### src/rtl/activ_stage_arbiter.sv
// Round-robin arbiter that time-shares one activation-function stage between N
// accumulator requesters, with a watchdog that aborts operations the stage never finishes.
module activ_stage_arbiter #(
    parameter int unsigned N       = 4,
    parameter int unsigned IDX_W   = 2,
    parameter int unsigned TIMEOUT = 16
) (
    input  logic              clk,
    input  logic              rst,
    input  logic [N-1:0]      req,
    input  logic [16*N-1:0]   req_val,
    input  logic [2*N-1:0]    req_sel,
    input  logic [16*N-1:0]   req_dest,
    output logic [N-1:0]      ack,
    output logic [15:0]       rsp_val,
    output logic [15:0]       rsp_dest,
    output logic              rsp_err,
    output logic              busy,
    output logic [15:0]       act_val,
    output logic [1:0]        act_sel,
    output logic [15:0]       act_dest,
    output logic              act_we,
    output logic              act_clr,
    input  logic [15:0]       act_result,
    input  logic              act_done
);

    localparam int unsigned CntW = (TIMEOUT > 1) ? $clog2(TIMEOUT) : 1;
    localparam logic [IDX_W:0] NumReq = (IDX_W+1)'(N);
    localparam logic [IDX_W-1:0] LastIdx = IDX_W'(N - 1);
    localparam logic [CntW-1:0] CntLast = CntW'(TIMEOUT - 1);

    typedef enum logic [1:0] {StIdle, StIssue, StWait, StClear} state_e;

    state_e           state_q, state_d;
    logic [IDX_W-1:0] ptr_q, ptr_d;
    logic [IDX_W-1:0] g_q, g_d;
    logic [CntW-1:0]  cnt_q, cnt_d;
    logic [N-1:0]     ack_q, ack_d;
    logic [15:0]      rsp_val_q, rsp_val_d;
    logic [15:0]      rsp_dest_q, rsp_dest_d;
    logic             rsp_err_q, rsp_err_d;
    logic             busy_q, busy_d;
    logic [15:0]      act_val_q, act_val_d;
    logic [1:0]       act_sel_q, act_sel_d;
    logic [15:0]      act_dest_q, act_dest_d;
    logic             act_we_q, act_we_d;
    logic             act_clr_q, act_clr_d;

    // Rotating priority scan: first set request at or above the pointer, wrapping modulo N.
    logic             found;
    logic [IDX_W-1:0] pick;
    logic [IDX_W:0]   sum;
    logic [IDX_W-1:0] cand;

    always_comb begin
        found = 1'b0;
        pick  = '0;
        sum   = '0;
        cand  = '0;
        for (int unsigned i = 0; i < N; i++) begin
            sum = {1'b0, ptr_q} + (IDX_W+1)'(i);
            if (sum >= NumReq) begin
                sum = sum - NumReq;
            end
            cand = sum[IDX_W-1:0];
            if (!found && req[cand]) begin
                found = 1'b1;
                pick  = cand;
            end
        end
    end

    always_comb begin
        state_d    = state_q;
        ptr_d      = ptr_q;
        g_d        = g_q;
        cnt_d      = cnt_q;
        ack_d      = '0;
        rsp_val_d  = '0;
        rsp_err_d  = 1'b0;
        rsp_dest_d = rsp_dest_q;
        act_val_d  = act_val_q;
        act_sel_d  = act_sel_q;
        act_dest_d = act_dest_q;
        act_we_d   = 1'b0;
        act_clr_d  = 1'b0;

        unique case (state_q)
            StIdle: begin
                if (found) begin
                    g_d        = pick;
                    act_val_d  = req_val[int'(pick)*16 +: 16];
                    act_sel_d  = req_sel[int'(pick)*2 +: 2];
                    act_dest_d = req_dest[int'(pick)*16 +: 16];
                    act_we_d   = 1'b1;
                    state_d    = StIssue;
                end
            end
            StIssue: begin
                cnt_d   = '0;
                state_d = StWait;
            end
            StWait: begin
                // A done arriving on the last watchdog cycle still counts as success.
                if (act_done) begin
                    rsp_val_d  = act_result;
                    rsp_dest_d = act_dest_q;
                    ack_d      = N'(1) << g_q;
                    state_d    = StClear;
                end else if (cnt_q == CntLast) begin
                    rsp_dest_d = act_dest_q;
                    rsp_err_d  = 1'b1;
                    ack_d      = N'(1) << g_q;
                    state_d    = StClear;
                end else begin
                    cnt_d = cnt_q + 1'b1;
                end
            end
            StClear: begin
                act_clr_d = 1'b1;
                ptr_d     = (g_q == LastIdx) ? '0 : g_q + 1'b1;
                state_d   = StIdle;
            end
            default: state_d = StIdle;
        endcase

        busy_d = (state_d != StIdle);
    end

    always_ff @(posedge clk or posedge rst) begin
        if (rst) begin
            state_q    <= StIdle;
            ptr_q      <= '0;
            g_q        <= '0;
            cnt_q      <= '0;
            ack_q      <= '0;
            rsp_val_q  <= '0;
            rsp_dest_q <= '0;
            rsp_err_q  <= 1'b0;
            busy_q     <= 1'b0;
            act_val_q  <= '0;
            act_sel_q  <= '0;
            act_dest_q <= '0;
            act_we_q   <= 1'b0;
            act_clr_q  <= 1'b0;
        end else begin
            state_q    <= state_d;
            ptr_q      <= ptr_d;
            g_q        <= g_d;
            cnt_q      <= cnt_d;
            ack_q      <= ack_d;
            rsp_val_q  <= rsp_val_d;
            rsp_dest_q <= rsp_dest_d;
            rsp_err_q  <= rsp_err_d;
            busy_q     <= busy_d;
            act_val_q  <= act_val_d;
            act_sel_q  <= act_sel_d;
            act_dest_q <= act_dest_d;
            act_we_q   <= act_we_d;
            act_clr_q  <= act_clr_d;
        end
    end

    assign ack      = ack_q;
    assign rsp_val  = rsp_val_q;
    assign rsp_dest = rsp_dest_q;
    assign rsp_err  = rsp_err_q;
    assign busy     = busy_q;
    assign act_val  = act_val_q;
    assign act_sel  = act_sel_q;
    assign act_dest = act_dest_q;
    assign act_we   = act_we_q;
    assign act_clr  = act_clr_q;

endmodule

### config.mk
export PLATFORM = sky130hd
export DESIGN_NAME = activ_stage_arbiter
export DESIGN_NICKNAME = d
export VERILOG_FILES = /design/src/rtl/activ_stage_arbiter.sv
export SDC_FILE = /design/constraint.sdc
export NUM_CORES = 1
export LEC_CHECK = 0
export CAP_MARGIN = 40
export CORE_MARGIN = 10
export CORE_UTILIZATION = 39
export DETAILED_ROUTE_END_ITERATION = 8
export PLACE_DENSITY = 0.89
export SYNTH_ARGS = -nofsm -noshare
export SYNTH_HDL_FRONTEND = slang
export SYNTH_SLANG_ARGS = --single-unit
export TNS_END_PERCENT = 10
### constraint.sdc
create_clock -name clk -period 3.29 [get_ports clk]
set_clock_uncertainty 0.1 [all_clocks]
set_input_delay 0.329 -clock clk [delete_from_list [all_inputs] [get_ports clk]]
set_output_delay 0.329 -clock clk [all_outputs]
set_load 0.005 [all_outputs]
== Word level (Yosys, flattened, before mapping) ==
Index checks and enable logic that the tools add are counted.

* Bits in latches: 0
* RAM bits: 0
* Input port bits: 159
* Flip-flop bits (word level): 84
* Memory bits (read-only): 0
* Memories: 0

* Reductions and logical operators: 13
* $lt $le $gt $ge: 8
* Add/subtract/negate cells: 9
* Equal/unequal tests: 7
* Bitwise operators: 0
* Divide/modulo/power cells: 0
* Multipliers: 0
* Multiplexer cells: 41
* Shift operators: 4

{| class="wikitable"
|+ Operator list
! operator !! count
|-
| 64-bit by 7-bit indexed part select with 16-bit output || 2
|-
| 16-bit two-way mux || 4
|-
| 2-bit two-way mux || 12
|-
| 4-bit two-way mux || 5
|-
| 1-bit two-way mux || 14
|-
| 2-bit by 3-bit less-than comparator with 1-bit output (second input constant) || 4
|-
| 3-bit greater-or-equal comparator (second input constant) || 3
|-
| 1-bit binary-select mux with 2-bit select || 4
|-
| 2-bit case mux with 4 select lines || 1
|-
| 4-bit case mux with 2 select lines || 1
|-
| 8-bit by 4-bit indexed part select with 2-bit output || 1
|-
| 2-bit by 1-bit subtractor with 2-bit output (second input constant) || 4
|-
| 2-bit by 2-bit adder with 3-bit output (second input constant) || 2
|-
| 2-bit equality test (second input constant) || 3
|-
| 2-bit nonzero test || 3
|-
| 4-bit by 1-bit adder with 4-bit output (second input constant) || 1
|-
| 4-bit equality test (second input constant) || 1
|-
| 2-bit != test (second input constant) || 2
|-
| 2-bit AND reduction || 2
|-
| 1-bit by 2-bit left shift with 4-bit output (first input constant) || 1
|-
| 2-bit by 1-bit adder with 3-bit output (second input constant) || 1
|-
| 2-bit by 3-bit greater-or-equal comparator with 1-bit output (second input constant) || 1
|-
| 1-bit logical AND || 3
|-
| 1-bit zero test || 3
|-
| 4 further kinds || 4
|}

== Longest topological paths before layout ==
* Word-level depth: 17
* Depth in mapped cells: 8

== Worst setup path after synthesis ==
Ideal clock, no wire load.

* Kind: register to register
* Start: register cnt_q[0]
* End: register busy_q, in the netlist busy
* Arrival: 1.744 ns
* Stages on the path, launching flop included: 8
* Buffers on the path: 1
* Slack: 1.318 ns
* Required time: 3.063 ns
* Path through: dfrtp_1 -> ha_1 -> a31oi_1 -> nand2b_1 -> buf_4 -> o21ai_0 -> o22a_1 -> or2_2

* Cells in the longest elaborated chain, start to end: 5

{| class="wikitable"
|+ RTL lines
! item !! line !! RTL
|-
| from (decl) || 38 || <nowiki>logic [CntW-1:0] cnt_q, cnt_d;</nowiki>
|-
| from (signal assigned) || 151 || <nowiki>cnt_q <= cnt_d;</nowiki>
|-
| 4-bit equality test || 111 || <nowiki>end else if (cnt_q == CntLast) begin</nowiki>
|-
| 2-bit two-way mux || 111 ||
|-
| 2-bit two-way mux || 106 || <nowiki>if (act_done) begin</nowiki>
|-
| 2-bit case mux with 4 select lines || 89 || <nowiki>unique case (state_q)</nowiki>
|-
| via state_d[0] || 35 || <nowiki>state_e state_q, state_d;</nowiki>
|-
| 2-bit nonzero test || 128 || <nowiki>busy_d = (state_d != StIdle);</nowiki>
|-
| via busy_d || 43 || <nowiki>logic busy_q, busy_d;</nowiki>
|-
| to (signal assigned) || 156 || <nowiki>busy_q <= busy_d;</nowiki>
|-
| to (decl) || 43 ||
|}

The timed path passes the listed nets, and every way through them passes these cells.
A chain may end at the register's enable or synchronous reset.

== Final worst setup path ==
* Start: register state_q[0]
* End: register cnt_q[1]

* Cells in the longest elaborated chain, start to end: 3
* Elaborated cells on any way between the ends: 7
* Those cells by class: eq/ne: 4; mux: 1; reduce/logical: 2

{| class="wikitable"
|+ RTL lines
! item !! line !! RTL
|-
| from (decl) || 35 ||
|-
| from (signal assigned) || 133 || <nowiki>state_q <= StIdle;</nowiki>
|-
| from (signal assigned) || 148 || <nowiki>state_q <= state_d;</nowiki>
|-
| 2-bit equality test or 2-bit by 1-bit equality test with 1-bit output (tied branches) || 89 ||
|-
| 2-bit != test (no source line) or 2-bit nonzero test (tied branches) || n/a ||
|-
| 3-bit AND reduction (no source line) || n/a ||
|}

Parallel ways exist; a longest one is shown, timed or not.

==> results.md <==
Outcome:
- The run finished with clean final reports.

Setup path:
- Walking the worst path, the cells encountered are inv_1 -> ha_1 -> nor2b_2 -> o21ai_0 -> nand2_1.
- The critical path in this run is classified as register to register.
- The worst path arrival time is 2.72 ns.
- The launching element type of the critical path is a register.
- The endpoint type of the worst setup path is a register.
- The number of cells on the worst reg-to-reg path is 5.
- The worst register-to-register path has a setup slack of 0.75 ns.
- The slowest library cell on the worst path is nor2b_2.
- The origin of the critical flop-to-flop path is state_q[0]$_DFF_PP0_.
- The highest cell delay on the worst timing path is 0.86 ns.
- The worst register-to-register path ends at cnt_q[1]$_DFFE_PP0P_.
- The maximum fanout encountered on the critical timing path is 27.
- The data required time at the worst endpoint is 3.47 ns.

Routing:
- In the routed layout, each cell is associated on average with a via count of 5.160.
- The total routed wirelength is 14,500 um.
- The detailed router's first-iteration violation count is 271.
- In the final routed layout, each cell accounts on average for 19.36 um.
- The routed layout has 3,865 vias.
- The number of antenna-violating nets in the routed design is 0.
- After detailed routing, the number of remaining DRC violations is 0.
- The first-pass detailed-route iteration total is 4.

Synth:
- The most used standard cell by instance count after synthesis is nand2_1.
- The fraction of registers with async set or reset after synthesis is 100.0%.
- The sequential element share of the synthesized area is 51.31%.
- Synthesis produced a netlist whose cell count is 377.
- The top cell type by total area after synthesis is dfrtp_1.
- The commonest cells after synthesis are 87 x nand2_1, 84 x dfrtp_1, 68 x mux2i_1, 34 x o221ai_1, 16 x and3_1.
- The number of nets produced by synthesis is 546.
- The cell area that synthesis handed to floorplanning was 4096 um^2.
- The number of synthesized flops with an enable pin is 0.
- Synthesis inferred 84 register bits.
- After synthesis, the netlist uses 35 different library cells.
- In this run the mean area of a mapped cell was 10.87 um^2.
- The top cell type by area accounts for 51.31% of the synthesized area.
- The most used flip-flop cell after synthesis is dfrtp_1.
- Yosys attributes the largest share of cell area to dfrtp_1 51%, mux2i_1 17%, nand2_1 8.0%.
- The Yosys step of the flow raised 0 warnings.

Placement:
- The congestion estimate from routability-driven global placement came to 0.8671.
- In this run the tool buffered the top-level ports with 232 buffer cells.
- The half-perimeter wire length after detailed placement is 11,780 um.
- The number of placed instances, taps included is 733.

Clocking:
- Clock-pin slew was measured on the worst setup and hold paths at 0.08 ns.
- The number of buffers added to fix hold violations after cts is 0.
- At the later pin of the worst-skew pair, clock insertion delay measures 0.34 ns.
- The CTS tree is yes.
- Clock tree synthesis found a total of 84 sinks.
- In this run, CTS created clock tree buffers numbering 9.
- Post-CTS timing repair inserted 0 buffers for setup.
- The maximum level of the CTS H-tree is 3.
- The total of cells resized after clock tree synthesis is 0.
- No sink is reached through more buffers than the 2 on the longest clock path.
- The clock root buffer is clkbuf_8.

GRT:
- Entering global routing, the biggest net connects 85 pins.
- The number of antenna violations at the first check in global routing is 0.
- The global-route congestion overflow total is 0.
- The number of global-route vias before repair is 4,299.
- The total routing usage reported by global routing is 18.81%.
- The global-route wire length before repair is 22,220 um.

Cells and area:
- The number of antenna diodes in the final layout is 0.
- In the final layout, the multi-input gates occupy 1832 um^2.
- The sequential cells in the finished layout cover a total of 2102 um^2.
- The number of standard cells in the layout, taps in and fillers out is 749.
- Compared with the post-synthesis result, the final layout area differs by 65.91%.
- The share of final-layout standard cells stronger than drive strength 1 is 6.199%.
- Counting the fill cells in the layout gives 803.
- The number of nets at the end of the flow is 777.

Timing:
- The worst pin sits at a relative slew slack of 40.13%.
- The total negative setup slack is 0 ns.
- The top achievable clock speed is 394.0 MHz.
- For the pin with the worst max-slew slack, the measured transition is 0.8941 ns.
- The number of max-slew violations in the final report was 0.
- Setup violations remaining at the end of the flow were counted as 0.
- Hold timing on the final database bottoms out at a slack of 0.2693 ns.
- The final period demand of the worst path is 2.538 ns.
- Setup repair after global routing left no endpoint under its margin.
- The final hold violation count came to 0.
- The final period utilization is 77.15%.

Die:
- The initial core utilization is 39.86%.
- The die width is 122.5 um.
- In this run the count of I/O pins placed on the die edge is 233.
- The standard-cell row count is 37.
- The full die area is 15,000 um^2.
- The placeable core region is 10,280 um^2.
- The height of the die is 122.5 um.

Job:
- Across the run, the number of max-cap violations was 0.

Power and ir drop:
- The areal power density over the cells is 737.0 nW/um^2.
- In this run the static leakage power is 3.152 nW.
- The maximum resistive drop on vdd is 367.4 uV.

Worst hold path:
- In this run the worst hold path is classified as input port to async pin.
## layer usage
metal / part of all wire (%) / vias up / wire (um) / global-route usage, %
met2: 50 / 188 / 7280 / 33.11
li1: - / 1806 / - / -
met1: 36 / 1851 / 5259 / 19.23
met3: 11 / 20 / 1637 / 9.688
met4: 2.2 / 0 / 321 / 5.302
met5: 0 / - / 0 / 0
## metrics by stage
stage               worst slack [ns]  area, um^2  total power, mW  util (%)
detailed placement            0.5355        6593            4.296     64.15
finish                        0.7518        6797            5.009     66.13
global placement              0.6201        6593            4.186     64.15
floorplan                     0.6959        4096            2.971         -
CTS                           0.7618        6797            5.054     66.13
global route                  0.5061        6797            5.376     66.13
## flip-flops by register name (all words and copies together), names as in the netlist
signal / cells
act_dest: 16
act_val: 16
rsp_dest: 16
rsp_val: 16
ack: 4
cnt_q: 4
act_sel: 2
g_q: 2
ptr_q: 2
state_q: 2
act_clr: 1
act_we: 1
busy: 1
rsp_err: 1
## critical path, delay by kind of cell (launching register included)
family	cells	cell delay, ns
compound gates	1	0.21
simple gates	2	0.96
flops	1	0.42
fa+ha+maj	1	0.65
buf+inv	1	0.12
## logic make-up (layout without fill, tap and decap cells)
family          count (synthesis)  after routing  synth area share [%]
compound gates                 54             54                 10.42
buf+inv                        33            269                 4.307
simple gates                  126            126                 13.74
flops                          84             84                 51.31
mux                            70             70                 17.17
fa+ha+maj                      10             10                 3.054
## layout make-up
type | instances | area share, %
Multi-Input combinational cell | 260 | 26.95
Timing Repair Buffer | 245 | 36.16
Sequential cell | 84 | 30.93
Clock buffer | 13 | 2.338
Tap cell | 136 | 2.504
Inverter | 8 | 0.4602
Clock inverter | 3 | 0.6627
## cell usage in the layout (no fill, tap or decap), drive strengths merged
cell type      count
buf               13
nand4              1
or4                1
and3              16
nand2b             1
dfrtp             84
mux2i             68
and2               4
nor3b              1
mux2               2
a21boi             2
clkinv             1
o21ai              9
a21oi              2
ha                10
clkinvlp           2
clkbuf            13
a31oi              1
bufinv             1
nand3              3
o221ai            35
inv                7
clkdlybuf4s50    232
nand2             89
o22a               1
o22ai              2
a21o               1
nor2               4
nor2b              4
or2                2
o2111ai            1
## worst max-delay path by stage
stage                                    start                       to  slack [ns]  depth (start not counted)
final                     state_q[0]$_DFF_PP0_     cnt_q[1]$_DFFE_PP0P_        0.75                          5
after global routing      state_q[0]$_DFF_PP0_     cnt_q[0]$_DFFE_PP0P_        0.51                          5
after CTS                 state_q[0]$_DFF_PP0_     cnt_q[0]$_DFFE_PP0P_        0.76                          5
after detailed placement                req[3]   act_val[7]$_DFFE_PP0P_        0.54                          6
after global placement                  req[3]  act_dest[4]$_DFFE_PP0P_        0.62                          6
after floorplan                            rst         ack[0]$_DFF_PP0_        0.70                          1
## power breakdown
part / switching, mW / internal, mW / total [mW]
logic: 1.15 / 1.40 / 2.55
clock network: 0.357 / 0.393 / 0.751
registers: 0.275 / 1.44 / 1.71
No activity file was read; power rests on OpenSTA's default activity.
